[src/rtl/mem_port_arbiter.sv]
`default_nettype none
// ============================================================================
//  Module   : mem_port_arbiter
//  Purpose  : Shares one instruction/data memory port between the fetch stage
//             and the load/store stage. Both requesters and the memory use a
//             two-phase toggle handshake (trigger toggles to request, ready
//             follows it to complete). Grants are round-robin, one memory
//             transaction is in flight at a time, the memory's ready toggle is
//             synchronised, and a watchdog forces completion of a memory
//             access that never answers.
//  Ports    : clk, rst                     - clock / synchronous active-high reset
//             fetchTriggerIn/AddrIn        - fetch request (read only)
//             fetchReadyOut/DataOut        - fetch completion toggle / word
//             lsuTriggerIn/AddrIn/WeIn/WdataIn - load/store request
//             lsuReadyOut/DataOut          - load/store completion / load data
//             memAddrOut/WeOut/WdataOut    - memory request payload
//             memTriggerOut, memReadyIn    - memory toggle handshake
//             memDataIn                    - memory read data
//             grantOut                     - 0 = fetch, 1 = lsu (current/last)
//             busyOut                      - transaction in progress
//             errorOut                     - sticky watchdog timeout flag
//  Revision : 1.0 - initial release
// ============================================================================
module mem_port_arbiter #(
    parameter int ADDR_W      = 32,
    parameter int DATA_W      = 32,
    parameter int SYNC_STAGES = 2,
    parameter int TIMEOUT     = 255
) (
    input  logic              clk,
    input  logic              rst,
    input  logic              fetchTriggerIn,
    input  logic [ADDR_W-1:0] fetchAddrIn,
    output logic              fetchReadyOut,
    output logic [DATA_W-1:0] fetchDataOut,
    input  logic              lsuTriggerIn,
    input  logic [ADDR_W-1:0] lsuAddrIn,
    input  logic              lsuWeIn,
    input  logic [DATA_W-1:0] lsuWdataIn,
    output logic              lsuReadyOut,
    output logic [DATA_W-1:0] lsuDataOut,
    output logic [ADDR_W-1:0] memAddrOut,
    output logic              memWeOut,
    output logic [DATA_W-1:0] memWdataOut,
    output logic              memTriggerOut,
    input  logic              memReadyIn,
    input  logic [DATA_W-1:0] memDataIn,
    output logic              grantOut,
    output logic              busyOut,
    output logic              errorOut
);

    localparam int WD_W = $clog2(TIMEOUT + 1);
    localparam logic [WD_W-1:0] c_wd_last = WD_W'(TIMEOUT - 1);
    localparam logic [WD_W-1:0] c_wd_max  = WD_W'(TIMEOUT);

    typedef enum logic [1:0] {
        S_IDLE  = 2'd0,
        S_ISSUE = 2'd1,
        S_WAIT  = 2'd2,
        S_DONE  = 2'd3
    } state_t;

    state_t                 r_state;
    logic [SYNC_STAGES-1:0] r_sync;
    logic [WD_W-1:0]        r_wd;
    logic                   r_last_grant;
    logic                   r_phase;

    logic                   w_mem_rdy;
    logic                   w_fetch_pend;
    logic                   w_lsu_pend;
    logic                   w_pick_lsu;
    logic                   w_mem_ok;
    logic                   w_wd_expired;
    logic [DATA_W-1:0]      w_cap_data;

    // memReadyIn is asynchronous to clk; only the last stage is used.
    always_ff @(posedge clk) begin
        if (rst) begin
            r_sync <= '0;
        end else begin
            r_sync <= {r_sync[SYNC_STAGES-2:0], memReadyIn};
        end
    end

    always_comb begin
        w_mem_rdy    = r_sync[SYNC_STAGES-1];
        w_fetch_pend = fetchTriggerIn != fetchReadyOut;
        w_lsu_pend   = lsuTriggerIn != lsuReadyOut;
        // lsu wins alone, or on a tie when fetch was served last.
        w_pick_lsu   = w_lsu_pend && (!w_fetch_pend || !r_last_grant);
        w_mem_ok     = w_mem_rdy == memTriggerOut;
        w_wd_expired = r_wd == c_wd_last;
        w_cap_data   = w_mem_ok ? memDataIn : '0;
    end

    always_ff @(posedge clk) begin
        if (rst) begin
            r_state       <= S_IDLE;
            r_wd          <= '0;
            r_last_grant  <= 1'b0;
            r_phase       <= 1'b0;
            fetchReadyOut <= 1'b0;
            fetchDataOut  <= '0;
            lsuReadyOut   <= 1'b0;
            lsuDataOut    <= '0;
            memAddrOut    <= '0;
            memWeOut      <= 1'b0;
            memWdataOut   <= '0;
            memTriggerOut <= 1'b0;
            grantOut      <= 1'b0;
            busyOut       <= 1'b0;
            errorOut      <= 1'b0;
        end else begin
            case (r_state)
                S_IDLE: begin
                    if (w_fetch_pend || w_lsu_pend) begin
                        busyOut <= 1'b1;
                        r_state <= S_ISSUE;
                        if (w_pick_lsu) begin
                            grantOut    <= 1'b1;
                            memAddrOut  <= lsuAddrIn;
                            memWeOut    <= lsuWeIn;
                            memWdataOut <= lsuWdataIn;
                            r_phase     <= lsuTriggerIn;
                        end else begin
                            // Fetch is read-only; drive a clean zero write word.
                            grantOut    <= 1'b0;
                            memAddrOut  <= fetchAddrIn;
                            memWeOut    <= 1'b0;
                            memWdataOut <= '0;
                            r_phase     <= fetchTriggerIn;
                        end
                    end
                end

                // Payload has been stable for a full cycle before this toggle.
                S_ISSUE: begin
                    memTriggerOut <= ~memTriggerOut;
                    r_wd          <= '0;
                    r_state       <= S_WAIT;
                end

                S_WAIT: begin
                    if (w_mem_ok || w_wd_expired) begin
                        // Ready takes the phase latched at grant, so a toggle
                        // made during service stays pending.
                        if (grantOut) begin
                            lsuReadyOut <= r_phase;
                            if (!memWeOut) begin
                                lsuDataOut <= w_cap_data;
                            end
                        end else begin
                            fetchReadyOut <= r_phase;
                            fetchDataOut  <= w_cap_data;
                        end
                        if (!w_mem_ok) begin
                            errorOut <= 1'b1;
                            r_wd     <= c_wd_max;
                        end
                        r_state <= S_DONE;
                    end else begin
                        r_wd <= r_wd + 1'b1;
                    end
                end

                S_DONE: begin
                    r_last_grant <= grantOut;
                    busyOut      <= 1'b0;
                    r_state      <= S_IDLE;
                end

                default: begin
                    r_state <= S_IDLE;
                    busyOut <= 1'b0;
                end
            endcase
        end
    end

endmodule
`default_nettype wire

[config.mk]
export PLATFORM = sky130hd
export DESIGN_NAME = mem_port_arbiter
export DESIGN_NICKNAME = d
export VERILOG_FILES = /design/src/rtl/mem_port_arbiter.sv
export SDC_FILE = /design/constraint.sdc
export NUM_CORES = 1
export LEC_CHECK = 0
export CAP_MARGIN = 20
export CORE_MARGIN = 4
export CORE_UTILIZATION = 37
export CTS_CLUSTER_SIZE = 20
export DETAILED_ROUTE_END_ITERATION = 10
export GPL_TIMING_DRIVEN = 0
export MAX_ROUTING_LAYER = met4
export PLACE_DENSITY = 0.85
export RECOVER_POWER = 50
export SKIP_CTS_REPAIR_TIMING = 1
export SYNTH_ARGS = -nofsm -noshare
export SYNTH_HDL_FRONTEND = slang
export SYNTH_SLANG_ARGS = --single-unit
[constraint.sdc]
create_clock -name clk -period 3.7 [get_ports clk]
set_clock_uncertainty 0.1 [all_clocks]
set_input_delay 0.555 -clock clk [delete_from_list [all_inputs] [get_ports clk]]
set_output_delay 0.555 -clock clk [all_outputs]
set_load 0.01 [all_outputs]
==> results_dict.tcl <==
set metrics [dict create \
    hp-class "reg -> reg" \
    slew_headroom_pct 38.53 \
    r2r-start "r_state[0]" \
    hold_violations 0 \
    track_usage_pct 21.29 \
    grt_start_max_net_pins 17 \
    nNetsFinal 986 \
    drtIter0Drc 277 \
    die-height_um 132.0 \
    synth_ff_type "dfxtp_1" \
    power_per_cell_area_nw_per_um2 632.6 \
    hold_end "errorOut" \
    met3WireLength_um 1083 \
    syn_nets 700 \
    synth_cells 559 \
    r2r_cells 7 \
    top_layer_used "met4" \
    viasPerCell 5.242 \
    worst_slack_ps 1040 \
    synth_edf_count 0 \
    grt_pass1_vias 5536 \
    tritoncts "done" \
    dr_wl_met2_um 9166 \
    synth.distinct_cells 43 \
    cts_buffer_depth 2 \
    die_w_um 132.0 \
    grt_pass1_wl_um 29220 \
    dieArea_um2 17420 \
    dp_hpwl_um 13810 \
    wl_met1_um 7744 \
    cts.sinks 149 \
    cts_root_buf "clkbuf_16" \
    routed_wl_um 18570 \
    boundaryPins 269 \
    cts_buffers 17 \
    async_flop_share_pct 0 \
    synth_seq_cells 149 \
    final_cell_mix "dfxtp_1, clkdlybuf4s50_1, dlygate4sd3_1, a22o_1" \
    dpl_cell_area_um2 8594 \
    grt.overflow.total 0 \
    synth_seq_area_share_pct 52.45 \
    drc 0 \
    rsz0062_at_grt "false" \
    r2r-end "lsuDataOut[26]" \
    syn_area_um2 5687 \
    firstDrtPassIters 5 \
    ir_worst_vdd_mv 0.3476 \
    yosysWarnings 0 \
    cp-end-kind "flip-flop" \
    fin_crit_sh_pct 71.90 \
    core-area_um2 15150 \
    worst-path-max-fanout 10 \
    period_needed_ps 2660 \
    drive_above_1_share_pct 6.410 \
    path_class "in -> reg" \
    min_from "errorOut" \
    setup_viol 0 \
    layout_commonest_cell "dfxtp_1" \
    start_util_pct 37.55 \
    worstMarginPinSlew_ps 913.7 \
    wl_per_cell_um 17.74 \
    design_area_um2 9223 \
    total_leakage_power_uw 0.003809 \
    max_freq_mhz 375.9 \
    max-cap-violations 0 \
    slew_viol_final 0 \
    placement_rows 45 \
    crit_arrival_ps 2830 \
    holdPathStages 2 \
    worstSkewPairLatency_ps 410 \
    dr_total_vias 5488 \
    start_kind "primary input" \
    required_ps 3870 \
    outcome "complete, no violations" \
    post-place-ws_ps 1061 \
    avgSynthCellArea_um2 10.17 \
    path_clk_slew_ps 60 \
    ant_nets 0 \
    io_buffers 267 \
    timing.setup.tns_ps 0 \
    syn2layout_area_growth_pct 62.18 \
    globalplace.congestion 0.8020 \
    antenna_found_initial 1 \
    cts_max_level 4 \
    reg2reg_slack_ps 1080 \
]
through the flow:
step | utilization (%) | power (uW) | std cells | hold slack (ps)
4_1_cts | 60.93 | 5977 | 1046 | 359.8
3_5_place_dp | 56.75 | 4126 | 1014 | 327.4
3_3_place_gp | 56.75 | 4091 | 1014 | 326.1
6_report | 60.89 | 5834 | 1047 | 351.6
2_1_floorplan | - | 3111 | 559 | 313.8
5_1_grt | 60.89 | 6136 | 1047 | 379.2
synthesized netlist by cell type, drive strengths merged (2+ instances only):
| master | count | area (um2) |
|---|---|---|
| inv | 5 | 18.77 |
| a21boi | 2 | 18.77 |
| nand4 | 4 | 25.02 |
| mux2i | 36 | 360.4 |
| nor2b | 3 | 18.77 |
| nand3 | 39 | 195.2 |
| nand2 | 8 | 30.03 |
| o21a | 4 | 30.03 |
| xor2 | 2 | 25.03 |
| o32ai | 2 | 17.52 |
| dfxtp | 149 | 2983 |
| o21ai | 35 | 175.2 |
| nor2 | 39 | 146.4 |
| buf | 20 | 142.6 |
| or3 | 2 | 12.51 |
| o211ai | 3 | 22.52 |
| ha | 7 | 87.58 |
| and2 | 2 | 12.52 |
| a211oi | 34 | 255.2 |
| a22o | 65 | 569.3 |
| nand2b | 11 | 68.82 |
| xnor2 | 4 | 42.55 |
| a21oi | 41 | 220.2 |
| clkbuf | 29 | 112.6 |
| a31oi | 5 | 31.28 |
sequential cells by signal, indices dropped and copies added (netlist names), 2 cells and up:
signal        count
lsuDataOut       32
r_sync            2
r_wd              8
r_state           2
memAddrOut       32
memWdataOut      32
fetchDataOut     32
how the worst max path moves through the flow:
stage	from	endpoint	depth (start not counted)
floorplan	r_state[0]	lsuDataOut[0]	7
global placement	lsuTriggerIn	memWdataOut[27]	6
detailed placement	lsuTriggerIn	memWdataOut[15]	6
CTS	r_state[0]	lsuDataOut[26]	7
global route	r_state[0]	lsuDataOut[26]	7
finish	lsuTriggerIn	memAddrOut[14]	6
power breakdown:
part | switching (uW) | total [uW] | internal [uW]
clock network | 662 | 1830 | 1170
logic | 1050 | 1940 | 883
registers | 161 | 2070 | 1900
worst max-delay path: stages:
cell	delay, ps
dlygate4sd3_1	620
xnor2_2	200
a21boi_0	600
clkbuf_1	430
buf_2	310
a211oi_1	110
area by class of cell:
type                       count  area (um2)
clock buffer                  21       460.4
inverter                       5       18.77
sequential                   149        2983
multi-input combinational    356        2426
tap                          188       235.2
antenna                        1       2.502
clock inverter                11       172.7
buffer                        49       251.5
fill                        1249        5923
timing repair buffer         267        2673
cell families after synthesis:
group,count (synthesis),share of synthesized area [%]
and+or+nand+nor,113,9.637
muxes,37,6.535
buffers and inverters,54,4.818
DFF,149,52.45
adders and majority gates,7,1.540
AOI/OAI and AO/OA,193,23.83
xor gates and xnor gates,6,1.188
routing by layer:
metal / track usage [%] / vias to the layer above
li1: - / 2641
met1: 24.55 / 2594
met2: 35.15 / 211
met3: 6.069 / 42
met4: 8.168 / 0
met5: - / -
Note: power is estimated with default switching activity, not from simulation.
